$ cat src/rtl/mem_pkg.sv
// mem_pkg: shared types for the memory bus arbiter.
//   RV32I_OPERAND_t : 32-bit address/data word.
//   ARB_STATE_t     : arbiter FSM state (IDLE, OWN0, OWN1).
//   ARB_MASTER_t    : 1-bit master id (0 = core data port, 1 = boot loader).
//   RD_TAG_t        : read-response tag {valid, id} carried down the read pipe.
package mem_pkg;

  typedef logic [31:0] RV32I_OPERAND_t;

  typedef enum logic [1:0] {
    IDLE = 2'd0,
    OWN0 = 2'd1,
    OWN1 = 2'd2
  } ARB_STATE_t;

  typedef logic ARB_MASTER_t;

  typedef struct packed {
    logic        valid;
    ARB_MASTER_t id;
  } RD_TAG_t;

  localparam RD_TAG_t RD_TAG_NONE = '{valid: 1'b0, id: 1'b0};

  // Build the tag pushed for one cycle: a real tag only for a granted read.
  function automatic RD_TAG_t make_rd_tag(input logic is_read, input ARB_MASTER_t id);
    RD_TAG_t t;
    t.valid = is_read;
    t.id    = is_read ? id : 1'b0;
    return t;
  endfunction

endpackage

$ cat src/rtl/rd_tag_pipe.sv
// rd_tag_pipe: RD_LATENCY-deep shift register of read tags.
//   clk     in  : system clock, rising edge
//   rst     in  : synchronous active-high reset, clears every stage to invalid
//   tag_in  in  : tag issued this cycle (invalid when no read was granted)
//   tag_out out : tag issued RD_LATENCY cycles ago
module rd_tag_pipe
  import mem_pkg::*;
#(
  parameter int RD_LATENCY = 1
) (
  input  logic    clk,
  input  logic    rst,
  input  RD_TAG_t tag_in,
  output RD_TAG_t tag_out
);

  RD_TAG_t stage_q [RD_LATENCY];
  RD_TAG_t stage_d [RD_LATENCY];

  // Shift by one stage; stage 0 takes the newly issued tag.
  always_comb begin
    stage_d[0] = tag_in;
    for (int i = 1; i < RD_LATENCY; i++) begin
      stage_d[i] = stage_q[i-1];
    end
  end

  // Stage registers; reset drops every in-flight tag.
  always_ff @(posedge clk) begin
    if (rst) begin
      for (int i = 0; i < RD_LATENCY; i++) begin
        stage_q[i] <= RD_TAG_NONE;
      end
    end else begin
      for (int i = 0; i < RD_LATENCY; i++) begin
        stage_q[i] <= stage_d[i];
      end
    end
  end

  assign tag_out = stage_q[RD_LATENCY-1];

endmodule

$ cat src/rtl/mem_bus_arbiter.sv
// mem_bus_arbiter: two-master round-robin arbiter with burst cap in front of
// the memory controller's single bus port.
//   clk, rst                      : clock, synchronous active-high reset
//   mX_req/addr/wrdata/wren  in   : master X transfer request (held until granted)
//   mX_gnt                   out  : transfer performed for master X this cycle
//   mX_rdvalid/rddata        out  : read response for master X (rddata 0 when not valid)
//   bus_addr/wrdata/wren     out  : to memory controller (0 when nothing granted)
//   bus_rddata               in   : read data, valid RD_LATENCY cycles after a granted read
module mem_bus_arbiter
  import mem_pkg::*;
#(
  parameter int RD_LATENCY = 1,
  parameter int MAX_BURST  = 4
) (
  input  logic        clk,
  input  logic        rst,
  input  logic        m0_req,
  input  logic [31:0] m0_addr,
  input  logic [31:0] m0_wrdata,
  input  logic        m0_wren,
  input  logic        m1_req,
  input  logic [31:0] m1_addr,
  input  logic [31:0] m1_wrdata,
  input  logic        m1_wren,
  output logic        m0_gnt,
  output logic        m1_gnt,
  output logic        m0_rdvalid,
  output logic        m1_rdvalid,
  output logic [31:0] m0_rddata,
  output logic [31:0] m1_rddata,
  output logic [31:0] bus_addr,
  output logic [31:0] bus_wrdata,
  output logic        bus_wren,
  input  logic [31:0] bus_rddata
);

  localparam int BW = (MAX_BURST > 1) ? $clog2(MAX_BURST) : 1;
  localparam logic [BW-1:0] BURST_LAST = BW'(MAX_BURST - 1);

  ARB_STATE_t    state_q, state_d;
  ARB_MASTER_t   last_owner_q, last_owner_d;
  logic [BW-1:0] burst_cnt_q, burst_cnt_d;

  logic       gnt0_s, gnt1_s;
  logic       own_req_s, oth_req_s;
  ARB_STATE_t oth_state_s;
  RD_TAG_t    tag_in_s, tag_out_s;

  // Grants follow ownership; rst gating keeps every output quiet during reset,
  // including the cycle in which rst is first sampled.
  always_comb begin
    gnt0_s = !rst && (state_q == OWN0) && m0_req;
    gnt1_s = !rst && (state_q == OWN1) && m1_req;
    m0_gnt = gnt0_s;
    m1_gnt = gnt1_s;
  end

  // Bus mux: granted master's transfer, otherwise all zero.
  always_comb begin
    if (gnt0_s) begin
      bus_addr   = m0_addr;
      bus_wrdata = m0_wrdata;
      bus_wren   = m0_wren;
    end else if (gnt1_s) begin
      bus_addr   = m1_addr;
      bus_wrdata = m1_wrdata;
      bus_wren   = m1_wren;
    end else begin
      bus_addr   = 32'h0000_0000;
      bus_wrdata = 32'h0000_0000;
      bus_wren   = 1'b0;
    end
  end

  // Owner/other request view so OWN0 and OWN1 share one set of rules.
  always_comb begin
    if (state_q == OWN1) begin
      own_req_s   = m1_req;
      oth_req_s   = m0_req;
      oth_state_s = OWN0;
    end else begin
      own_req_s   = m0_req;
      oth_req_s   = m1_req;
      oth_state_s = OWN1;
    end
  end

  // Next-state logic: round robin on ties, burst cap only while contested.
  always_comb begin
    state_d     = state_q;
    burst_cnt_d = burst_cnt_q;
    if (gnt0_s) begin
      last_owner_d = 1'b0;
    end else if (gnt1_s) begin
      last_owner_d = 1'b1;
    end else begin
      last_owner_d = last_owner_q;
    end
    case (state_q)
      IDLE: begin
        burst_cnt_d = '0;
        if (m0_req && m1_req) begin
          state_d = last_owner_q ? OWN0 : OWN1;
        end else if (m0_req) begin
          state_d = OWN0;
        end else if (m1_req) begin
          state_d = OWN1;
        end else begin
          state_d = IDLE;
        end
      end
      OWN0, OWN1: begin
        if (oth_req_s && (!own_req_s || burst_cnt_q == BURST_LAST)) begin
          state_d     = oth_state_s;
          burst_cnt_d = '0;
        end else if (!own_req_s && !oth_req_s) begin
          state_d     = IDLE;
          burst_cnt_d = '0;
        end else if (oth_req_s) begin
          // Owner granted while the other master waits: count toward the cap.
          burst_cnt_d = burst_cnt_q + BW'(1);
        end else begin
          burst_cnt_d = '0;
        end
      end
      default: begin
        state_d     = IDLE;
        burst_cnt_d = '0;
      end
    endcase
  end

  // FSM registers; last_owner resets to 1 so master 0 wins the first tie.
  always_ff @(posedge clk) begin
    if (rst) begin
      state_q      <= IDLE;
      last_owner_q <= 1'b1;
      burst_cnt_q  <= '0;
    end else begin
      state_q      <= state_d;
      last_owner_q <= last_owner_d;
      burst_cnt_q  <= burst_cnt_d;
    end
  end

  // Tag issued this cycle: id 1 only when master 1 holds the grant.
  always_comb begin
    if (gnt0_s) begin
      tag_in_s = make_rd_tag(!m0_wren, 1'b0);
    end else if (gnt1_s) begin
      tag_in_s = make_rd_tag(!m1_wren, 1'b1);
    end else begin
      tag_in_s = RD_TAG_NONE;
    end
  end

  rd_tag_pipe #(
    .RD_LATENCY(RD_LATENCY)
  ) u_rd_tag_pipe (
    .clk    (clk),
    .rst    (rst),
    .tag_in (tag_in_s),
    .tag_out(tag_out_s)
  );

  // Response demux: returning data goes only to the master named in the tag.
  always_comb begin
    m0_rdvalid = !rst && tag_out_s.valid && (tag_out_s.id == 1'b0);
    m1_rdvalid = !rst && tag_out_s.valid && (tag_out_s.id == 1'b1);
    m0_rddata  = m0_rdvalid ? bus_rddata : 32'h0000_0000;
    m1_rddata  = m1_rdvalid ? bus_rddata : 32'h0000_0000;
  end

endmodule

$ cat config.mk
export PLATFORM = sky130hd
export DESIGN_NAME = mem_bus_arbiter
export DESIGN_NICKNAME = d
export VERILOG_FILES = /design/src/rtl/mem_pkg.sv /design/src/rtl/rd_tag_pipe.sv /design/src/rtl/mem_bus_arbiter.sv
export SDC_FILE = /design/constraint.sdc
export NUM_CORES = 1
export LEC_CHECK = 0
export ABC_AREA = 1
export CAP_MARGIN = 0
export CORE_AREA = 2 2 117 119
export DETAILED_ROUTE_END_ITERATION = 8
export DIE_AREA = 0 0 119 121
export PLACE_DENSITY = 0.66
export SYNTH_ARGS = -nofsm -noshare
export SYNTH_HDL_FRONTEND = slang
export SYNTH_HIERARCHICAL = 1
export SYNTH_SLANG_ARGS = --single-unit
$ cat constraint.sdc
create_clock -name clk -period 1.65 [get_ports clk]
set_input_delay 0.495 -clock clk [delete_from_list [all_inputs] [get_ports clk]]
set_output_delay 0.495 -clock clk [all_outputs]
set_load 0.01 [all_outputs]
-- Word-level counts from Yosys, hierarchy flattened
Memory sizes are Yosys's and may differ from the RTL's.
Index checks and enable logic that the tools add are counted.
- bits in registers: 5
- memory bits (writable): 2
- input port bits: 166
- output and inout port bits: 133
- logic and storage cells: 61
- memories: 1
- add/subtract/negate cells: 1
- equal/unequal tests: 4
- muxes and demuxes: 28
- bitwise logic cells: 3
- reductions and logical operators: 21
- memories (memory ; depth ; width ; rd ports ; clocked after Yosys merged registers in ; write ports ; line ; source):
    u_rd_tag_pipe.stage_q ; 1 ; 2 ; 1 ; 0 ; 1 ; rd_tag_pipe.sv:17 ; RD_TAG_t stage_q [RD_LATENCY];
- operator list (cell ; number):
    32-bit 2-to-1 mux ; 6
    2-bit 2-to-1 mux ; 10
    1-bit 2-to-1 mux ; 11
    1-bit logical AND ; 10
    1-bit zero test ; 5
    5-bit OR reduction ; 1
    2-bit equality test, second input constant ; 2
    2-bit one-hot mux with 2 select lines ; 1
    2-bit OR reduction ; 2
    3-bit != test, second input constant ; 1
    1-bit NOT ; 3
    2-bit by 1-bit adder with 2-bit output, second input constant ; 1
    2-bit by 1-bit equality test with 1-bit output, second input constant ; 1
    2-bit zero test ; 1
    2-bit nonzero test ; 1
    1-bit logical OR ; 1

-- Logic depth before layout (Yosys ltp)
Gate-level depths: netlist of run 1.
- depth in word-level cells: 7
- gate-level depth with buffers: 9
- mapped depth without buffers: 9

-- Hierarchy
The synthesis of run 1 kept the hierarchy.
- modules (own cells, without submodules) (module ; instances ; cells an instance ; area an instance (µm²) ; seq. area each (µm²)):
    mem_bus_arbiter ; 1 ; 382 ; 1742.9 ; 100.1
    rd_tag_pipe ; 1 ; 6 ; 55.1 ; 40.0

-- Least setup slack after synthesis of run 1
No wires, ideal clock.
- path type: input-to-output
- start: input port rst
- end: output port m0_rddata[10]
- data arrival time: 1.350 ns
- data required time: 1.155 ns
- setup slack: -0.195 ns
- stages: 4
- buffers on the path: 1
- path through: nor3_1 -> inv_1 -> buf_2 -> nor2_1
- longest elaborated chain between the ends: 4
- RTL lines (what ; line ; source):
    from (decl) ; mem_bus_arbiter.sv:16 ; input logic rst,
    1-bit zero test ; mem_bus_arbiter.sv:168 ; m0_rdvalid = !rst && tag_out_s.valid && (tag_out_s.id == 1'b0);
    1-bit logical AND (2 in series) ; mem_bus_arbiter.sv:168 ;
    32-bit 2-to-1 mux ; mem_bus_arbiter.sv:170 ; m0_rddata = m0_rdvalid ? bus_rddata : 32'h0000_0000;
    to (decl) ; mem_bus_arbiter.sv:29 ; output logic [31:0] m0_rddata,
Every way passes these cells.

-- Worst setup path after layout of run 1
- start: register state_q[0]
- end: output port bus_addr[21]
- longest elaborated chain between the ends: 5
- elaborated cells between the ends (all ways): 8
- those cells by class: eq/ne (2); mux (2); reduce/logical (4)
- RTL lines (what ; line ; source):
    from (decl) ; mem_bus_arbiter.sv:40 ; ARB_STATE_t state_q, state_d;
    from (signal assigned) ; mem_bus_arbiter.sv:140 ; state_q <= state_d;
    2-bit equality test ; mem_bus_arbiter.sv:53 ; gnt1_s = !rst && (state_q == OWN1) && m1_req;
    1-bit logical AND (2 in series) ; mem_bus_arbiter.sv:53 ;
    32-bit 2-to-1 mux ; mem_bus_arbiter.sv:64 ; end else if (gnt1_s) begin
    32-bit 2-to-1 mux * ; mem_bus_arbiter.sv:60 ; if (gnt0_s) begin
    to (decl) ; mem_bus_arbiter.sv:31 ; output logic [31:0] bus_addr,
Mark *: on every way between the ends. The rest lies on a longest branch, timed or not.

==> results of run 1 <==
-- cell families after synthesis --
kind of cell | share of synthesized area, %
buffers and inverters | 19.35
and+or+nand+nor | 66.95
AOI/OAI and AO/OA | 1.739
DFF | 7.794
adders and majority gates | 4.175
-- worst reg2reg max path, delay by kind of cell (launching register included) --
family                     cells  cell delay, ns
DFF                            1            0.38
AOI/OAI and AO/OA              1            0.15
and+or+nand+nor                3            0.21
adders and majority gates      1            0.27
buffers and inverters          5            0.47
-- metrics by stage --
| step | utilization (%) | hold slack (ns) | worst slack [ns] | power (W) | setup TNS, ns |
|---|---|---|---|---|---|
| 3_3_place_gp | 41.63 | 0.4130 | -1.108 | 0.001243 | -140.80 |
| 2_1_floorplan | - | 0.3986 | -0.005884 | 0.0005427 | -0.2086 |
| 3_5_place_dp | 41.63 | 0.4147 | -1.148 | 0.001246 | -143.89 |
| 4_1_cts | 49.73 | 0.4197 | -0.5565 | 0.001870 | -50.31 |
| 6_report | 58.01 | 0.4180 | -0.5417 | 0.002081 | -54.58 |
| 5_1_grt | 58.01 | 0.4420 | -0.6110 | 0.002187 | -62.11 |
-- power breakdown --
group / leakage (nW) / internal (W) / switching (W)
clock network: 0.0382 / 0.000323 / 0.000106
registers: 0.0588 / 0.000187 / 0.0000192
logic: 3.35 / 0.000845 / 0.000601
total: 3.45 / 0.00135 / 0.000726
-- placed cells by master (no fill, tap or decap), drive strengths merged --
cell,instances
nor3,2
o21ai,1
clkdlybuf4s15,1
o211ai,2
nand2,143
nor2,72
nand3,72
clkbuf,8
dfxtp,7
inv,50
ha,6
o22ai,1
a21oi,1
bufbuf,1
buf,237
nand4,3
clkinv,1
dlygate4sd2,1
clkdlybuf4s50,162
-- registers in the layout, summed over array words and instances (netlist names) --
name,cells
burst_cnt_q,2
last_owner_q,1
state_q,2
u_rd_tag_pipe/stage_q,2
-- path summary, 6_finish.rpt --
check	from	to	slack, ns	depth (start not counted)
max	state_q[0]	bus_addr[21]	-0.54	11
min	burst_cnt_q[0]	burst_cnt_q[0]	0.42	1
max reg2reg	state_q[0]	state_q[1]	0.06	10
min reg2reg	burst_cnt_q[0]	burst_cnt_q[0]	0.42	1
-- layer usage --
| layer | GRT usage [%] | wire [um] | vias to the layer above |
|---|---|---|---|
| met4 | 2.530 | 215 | 0 |
| li1 | - | - | 1969 |
| met3 | 3.712 | 1066 | 20 |
| met1 | 19.33 | 5614 | 1887 |
| met2 | 35.09 | 8603 | 198 |
| met5 | 0 | 0 | - |
-- final cells by class --
type,count,area [sq um]
Fill cell,1101,5494
Clock buffer,4,78.83
Inverter,51,209.0
Tap cell,176,220.2
Multi-Input combinational cell,303,2420
Sequential cell,7,148.9
Timing Repair Buffer,406,4514
-- repair_timing --
action                                  4_1_cts  5_1_grt
gates resized for setup                     726      202
buffers inserted                             41       19
cloned                                       13        5
pin swaps                                    11       27
endpoints found under the setup margin      139      136
hold endpoints to repair                      0        0
==> flow_metrics.tcl, run 1 <==
set metrics [dict create \
    status "finished, violations left" \
    violations "negative setup slack" \
    worstPathCellList "inv_4 > ha_4 > nand2_4 > nor2_4 > buf_12 > buf_12 > buf_12 > clkbuf_16 > nand3_2 > nand2_1 > buf_2" \
    worstHoldPathType "reg2reg" \
    dp_hpwl_um 9468 \
    grt_max_degree 25 \
    placementRows 42 \
    synth_edf_count 0 \
    crit_path_start_kind "register" \
    die_y_um 121 \
    postPlaceCellArea_sq_mm 0.005448 \
    synth_largest_area_cell "nand2_1" \
    power_per_cell_area_mw_per_mm2 274.1 \
    via_per_inst 4.302 \
    area_growth_pct 322.2 \
    numCtsBuffers 3 \
    numClockSinks 7 \
    relSlewSlack_pct 84.03 \
    synth_top_area_share_pct 29.85 \
    clock_latency_ns 0.24 \
    syn_area_sq_mm 0.001798 \
    critPathBufInv 6 \
    vdd_drop_max_mv 0.2723 \
    drtAntennaViolNets 0 \
    antenna_found_initial 0 \
    drtPass1Iterations 4 \
    synth_commonest_cells "nand2_1 (143), nand3_1 (71), nor2_1 (71)" \
    via_count 4074 \
    setup_slack_ns -0.5417 \
    crit_family "buffers and inverters" \
    fin_crit_sh_pct 132.8 \
    syn_nets 560 \
    critPathSlowestCell "dfxtp_4" \
    fmax_mhz 456.3 \
    drt_iter0_drc 112 \
    end_kind "output pin" \
    gp_congestion 0.8102 \
    setup_viol 133 \
    synth_seq_area_share_pct 7.794 \
    synthArstFlopShare_pct 0 \
    avgSynthCellArea_sq_um 4.634 \
    ys_ff_latch 7 \
    ys.warnings.count 6 \
    dieArea_sq_mm 0.01440 \
    drive_above_1_share_pct 59.53 \
    synthCells 388 \
    hold_viol 0 \
    max_stage_delay_ns 0.38 \
    critPathKind "reg2out" \
    cts_tree "done" \
    h-tree-depth 1 \
    final_cell_area_sq_mm 0.007591 \
    critPathArrivalTime_ns 1.70 \
    synth_area_leaders "nand2_1 (30%), nand3_1 (20%), nor2_1 (15%), inv_1 (10%), dfxtp_1 (7.8%)" \
    required_ns 1.15 \
    ios 299 \
    clockBufferDepth 2 \
    n_antenna_cell 0 \
    wl_per_cell_um 16.37 \
    grt_use_total_pct 17.62 \
    fin_cells 947 \
    io_buffer_count 298 \
    drt_wl_total_um 15500 \
    slew_viol_final 0 \
    finalClockSkew_ns 0.001071 \
    worst_slew_pin_slew_ns 0.2393 \
    p_leak_nw 3.447 \
    core_area_sq_mm 0.01309 \
    die_w_um 119 \
    drv_cap 0 \
    cts_hold_buf 0 \
    synth_most_common_cell "nand2_1" \
    start_util_pct 13.74 \
    nets 944 \
    crit_fanout 6 \
    grt_overflow 0 \
    grt_first_pass_wirelength_um 20120 \
    crit_top_cell "buf_12" \
    grt_pass1_vias 3902 \
    rsz0062_at_grt "yes" \
    drc_errors 0 \
    clkTransAtPathRegs_ns 0.04 \
    min_period_ns 2.192 \
    synth_ff_type "dfxtp_1" \
    cts-root-buf "clkbuf_16" \
    synth_cell_types 18 \
    dp_cells 872 \
]
Power figures use the tool's default switching activity.
==> inputs of run 2 (changes only) <==
TNS_END_PERCENT = 10   (was unset)
==> run 2 against run 1 <==
  * The run still ends with negative setup slack left
  * Clock skew fell by 0.00054 ns
  * Register-to-register slack improved by 0.05 ns
  * Wire length fell by 13%
  * Critical path depth fell by 1
  * Final cell count fell by 5.0%
  * Setup slack improved by 0.072 ns
  * Non-clock buffer count fell by 47
  * Combinational power fell by 15%
  * First-iteration DRC count rose by 12%
  * Critical endpoint is now bus_wrdata[11]
  * Highest routed layer unchanged
==> flow_metrics.tcl, run 2 (synthesis gave the netlist of run 1 again) <==
set metrics [dict create \
    status "finished, violations left" \
    violations "negative setup slack" \
    nets 897 \
    cts-root-buf "clkbuf_16" \
    start_util_pct 13.74 \
    placementRows 42 \
    hold_viol 0 \
    gp_congestion 0.8283 \
    fin_crit_sh_pct 128.4 \
    vdd_drop_max_mv 0.2420 \
    final_cell_area_sq_mm 0.005956 \
    drtPass1Iterations 4 \
    die_w_um 119 \
    combPwrFrac_pct 66.4 \
    clock_latency_ns 0.23 \
    cts_tree "done" \
    rsz0062_at_grt "yes" \
    max_stage_delay_ns 0.35 \
    dp_cells 865 \
    top_usage_layer "met2" \
    h-tree-depth 1 \
    grt_overflow 0 \
    layout.cells.most_common "clkdlybuf4s50_1" \
    critPathSlowestCell "dfxtp_4" \
    postPlaceCellArea_sq_mm 0.005343 \
    drt_iter0_drc 125 \
    slew_viol_final 0 \
    n_antenna_cell 0 \
    ios 299 \
    dp_hpwl_um 9014 \
    dieArea_sq_mm 0.01440 \
    setup_viol 131 \
    min_period_ns 2.119 \
    crit_fanout 7 \
    critPathKind "reg2out" \
    grt_max_degree 35 \
    min_from "burst_cnt_q[0]" \
    drive_above_1_share_pct 47.93 \
    rr_worst_depth 8 \
    hold_depth 1 \
    drc_errors 0 \
    antenna_found_initial 0 \
    cts_hold_buf 0 \
    grt_first_pass_wirelength_um 19020 \
    layout_common_cells "clkdlybuf4s50_1 (162), nand2_1 (92), buf_2 (89)" \
    numClockSinks 7 \
    fin_cells 900 \
    switching_share_pct 33.10 \
    core_area_sq_mm 0.01309 \
    met2_usage_pct 31.03 \
    use_met3_pct 3.665 \
    r2r_start "state_q[0]" \
    worstHoldPathType "reg2reg" \
    power_switching_w 0.0006128 \
    drtAntennaViolNets 0 \
    worstPathCellList "inv_4 > ha_4 > nand2_4 > nor2_4 > buf_12 > buf_8 > clkbuf_16 > nand3_4 > nand2_2 > buf_6" \
    p_leak_nw 3.032 \
    setup.worst_path.start "state_q[0]" \
    top_regs "burst_cnt_q (2), state_q (2), u_rd_tag_pipe/stage_q (2)" \
    clockBufferDepth 2 \
    setup_slack_ns -0.4694 \
    numCtsBuffers 3 \
    relSlewSlack_pct 86.50 \
    finalClockSkew_ns 0.0005343 \
    reg2reg_to "state_q[1]" \
    crit_path_start_kind "register" \
    clkTransAtPathRegs_ns 0.04 \
    grtUsageMet1_pct 19.73 \
    grt_use_total_pct 16.60 \
    cellInternalPower_w 0.001238 \
    fmax_mhz 471.8 \
    worst_slew_pin_slew_ns 0.2025 \
    via_count 3753 \
    die_y_um 121 \
    drv_cap 0 \
    tns_ns -39.11 \
    grt_pass1_vias 3565 \
    via_per_inst 4.170 \
    drt_wl_total_um 13510 \
    min_to "burst_cnt_q[0]" \
    p_seq_share_pct 11.0 \
    required_ns 1.15 \
    rrSetupSlack_ns 0.11 \
    end_kind "output pin" \
    power_w 0.001851 \
    critPathArrivalTime_ns 1.62 \
    power_per_cell_area_mw_per_mm2 310.9 \
    area_growth_pct 231.2 \
    io_buffer_count 298 \
    power_frac_clock_pct 22.6 \
    wl_per_cell_um 15.01 \
]
## run 2: per-stage QoR
stage | setup WS (ns) | hold WS [ns] | utilization (%)
floorplan | -0.005884 | 0.3986 | -
finish | -0.4694 | 0.4388 | 45.52
detailed placement | -1.140 | 0.4261 | 40.83
global placement | -1.124 | 0.4135 | 40.83
CTS | -0.5724 | 0.4388 | 42.84
global route | -0.5295 | 0.4441 | 45.52
## run 2: worst max-delay path by stage
stage                     end  slack [ns]  depth (start not counted)
4_1_cts          bus_addr[22]       -0.57                         10
2_1_floorplan   m0_rddata[10]      -0.006                          4
3_5_place_dp   bus_wrdata[21]       -1.14                          7
6_report       bus_wrdata[11]       -0.47                         10
5_1_grt           bus_addr[1]       -0.53                         10
3_3_place_gp     bus_addr[19]       -1.12                          7
## run 2: power groups by stage
stage | clock, W | combinational (W) | sequential [W]
after detailed placement | 0 | 0.00103 | 0.000200
after CTS | 0.000421 | 0.00116 | 0.000204
after global placement | 0 | 0.00103 | 0.000200
after floorplan | 0 | 0.000332 | 0.000201
after global routing | 0.000433 | 0.00132 | 0.000205
final | 0.000419 | 0.00123 | 0.000203
## run 2: area by class of cell
| type | count | area, sq um |
|---|---|---|
| Tap cell | 176 | 220.2 |
| Inverter | 51 | 209.0 |
| Fill cell | 1328 | 7129 |
| Sequential cell | 7 | 148.9 |
| Multi-Input combinational cell | 303 | 1853 |
| Timing Repair Buffer | 359 | 3446 |
| Clock buffer | 4 | 78.83 |
## run 2: repair_timing
| item | 4_1_cts | 5_1_grt |
|---|---|---|
| pin swaps | 8 | 13 |
| cloned | 11 | 4 |
| hold endpoints to repair | 0 | 0 |
| resized for setup | 623 | 89 |
| endpoints found under the setup margin | 137 | 132 |
| buffers inserted | 14 | 9 |
## run 2: routing by layer
| layer | vias to the layer above | wire length (um) |
|---|---|---|
| met3 | 8 | 1048 |
| met5 | - | 0 |
| met4 | 0 | 152 |
| li1 | 1853 | - |
| met2 | 216 | 6992 |
| met1 | 1676 | 5318 |
## run 2: critical path: cells and delay by family, from the launching register on
| family | cells | cell delay, ns |
|---|---|---|
| fa+ha+maj | 1 | 0.14 |
| buf+inv | 5 | 0.58 |
| flops | 1 | 0.35 |
| simple gates | 4 | 0.31 |
==> inputs of run 3 (changes only) <==
clock period = 1.9 ns   (was 1.65 ns; I/O delays follow)
==> run 3 against run 2 <==
  * The flow still finishes with violations (negative setup slack)
  * Register-to-register slack about the same
  * Highest routed layer unchanged
  * Global-route usage up 1.3 points
  * Wire length up 4.1%
  * Via count unchanged
  * Clock-buffer cell count unchanged
  * Utilization fell by 0.096 points
  * Setup slack improved by 0.18 ns
  * Sequential power down 12%
==> flow_metrics.tcl, run 3 (synthesis gave the netlist of run 1 again) <==
set metrics [dict create \
    min_to "burst_cnt_q[0]" \
    cts_tree "done" \
    wl_per_cell_um 15.51 \
    fmax_mhz 456.0 \
    clock_latency_ns 0.23 \
    critPathArrivalTime_ns 1.62 \
    drv_cap 0 \
    rr_worst_depth 10 \
    via_count 3753 \
    numCtsBuffers 3 \
    grt_pass1_vias 3641 \
    reg2reg_to "state_q[1]" \
    io_buffer_count 298 \
    worstHoldPathType "reg2reg" \
    postPlaceCellArea_sq_mm 0.005132 \
    placementRows 42 \
    finalClockSkew_ns 0.001106 \
    rsz0062_at_grt "yes" \
    end_kind "output pin" \
    setup_slack_ns -0.2929 \
    area_growth_pct 230.5 \
    vdd_drop_max_mv 0.2396 \
    core_area_sq_mm 0.01309 \
    grt_first_pass_wirelength_um 20080 \
    seq_area_sq_um 148.9 \
    top_regs "burst_cnt_q (2), state_q (2), u_rd_tag_pipe/stage_q (2)" \
    cts-root-buf "clkbuf_16" \
    grt_use_total_pct 17.90 \
    setup_viol 120 \
    required_ns 1.33 \
    violations "negative setup slack" \
    drc_errors 0 \
    fin_crit_sh_pct 115.4 \
    critPathKind "reg2out" \
    layout_common_cells "clkdlybuf4s50_1 (161), nand2_1 (115), buf_2 (96)" \
    drtPass1Iterations 5 \
    ios 299 \
    multiInputGateArea_sq_mm 0.001692 \
    n_antenna_cell 0 \
    grt_overflow 0 \
    drive_above_1_share_pct 41.45 \
    h-tree-depth 1 \
    gp_congestion 0.8302 \
    drtAntennaViolNets 0 \
    worst_slew_pin_slew_ns 0.2608 \
    die_y_um 121 \
    min_period_ns 2.193 \
    final_cell_area_sq_mm 0.005943 \
    via_per_inst 4.138 \
    drt_wl_total_um 14070 \
    antenna_found_initial 0 \
    numClockSinks 7 \
    die_w_um 119 \
    drt_iter0_drc 71 \
    dp_hpwl_um 9222 \
    p_leak_nw 3.075 \
    nets 904 \
    hold_viol 0 \
    hold_depth 1 \
    crit_path_start_kind "register" \
    start_util_pct 13.74 \
    dieArea_sq_mm 0.01440 \
    grt_max_degree 33 \
    clockBufferDepth 2 \
    relSlewSlack_pct 82.61 \
    fin_util_pct 45.42 \
    cts_hold_buf 0 \
    crit_fanout 5 \
    fill_cells 1282 \
    slew_viol_final 0 \
    r2r_start "state_q[1]" \
    status "finished, violations left" \
    rrSetupSlack_ns 0.12 \
    clkTransAtPathRegs_ns 0.04 \
    layout.cells.most_common "clkdlybuf4s50_1" \
    min_from "burst_cnt_q[0]" \
    power_per_cell_area_mw_per_mm2 268.5 \
]
[run 3: critical path: stages (launching register included)]
cell and delay (ns):
dfxtp_4 0.36, inv_4 0.07, ha_4 0.14, nand2_4 0.05, nor2_4 0.13, buf_6 0.15
buf_6 0.13, buf_16 0.12, nand3_2 0.07, nand2_2 0.07, buf_6 0.10
[run 3: power breakdown]
| part | leakage, nW | switching [W] | internal, W | total, W |
|---|---|---|---|---|
| combinational | 2.98 | 0.000423 | 0.000628 | 0.00105 |
| clock | 0.0382 | 0.0000855 | 0.000280 | 0.000365 |
| sequential | 0.0588 | 0.0000167 | 0.000162 | 0.000179 |
| total | 3.07 | 0.000526 | 0.00107 | 0.00160 |
[run 3: per-layer routing]
layer	up-vias	wire length [um]	global-route usage, %
met1	1674	5257	19.14
met4	0	131	2.976
li1	1877	-	-
met5	-	0	0
met3	9	1084	4.135
met2	193	7598	35.81
[run 3: through the flow]
step           cells  TNS, ns  hold WS, ns  total power (W)  setup WS [ns]
6_report         907   -18.97       0.4269         0.001596        -0.2929
5_1_grt          907   -29.90       0.4657         0.001691        -0.3760
4_1_cts          900   -20.20       0.4352         0.001528        -0.3436
3_5_place_dp     862  -139.79       0.4301         0.001021         -1.138
3_3_place_gp     862  -138.21       0.4091         0.001020         -1.106
2_1_floorplan    388   -2.841       0.3986        0.0004257       -0.09471
[run 3: what timing repair did]
item,in CTS,in global routing
cloned,15,4
setup buffers,19,6
resized for setup,586,111
pin swaps,16,17
setup endpoints to repair,133,133
[run 3: worst max path at each step]
stage	startpoint	to	slack, ns	cells past startpoint
detailed placement	rst	m1_rddata[2]	-1.14	6
global route	state_q[0]	bus_wrdata[2]	-0.38	10
finish	state_q[0]	bus_wrdata[11]	-0.29	10
CTS	state_q[1]	bus_wrdata[1]	-0.34	9
global placement	rst	bus_wrdata[20]	-1.11	8
floorplan	rst	m1_rddata[10]	-0.09	4
[run 3: final cells by class]
type,instances,area share (%)
Clock buffer,4,1.326
Sequential cell,7,2.505
Inverter,51,3.600
Timing Repair Buffer,366,60.40
Tap cell,176,3.705
Multi-Input combinational cell,303,28.46
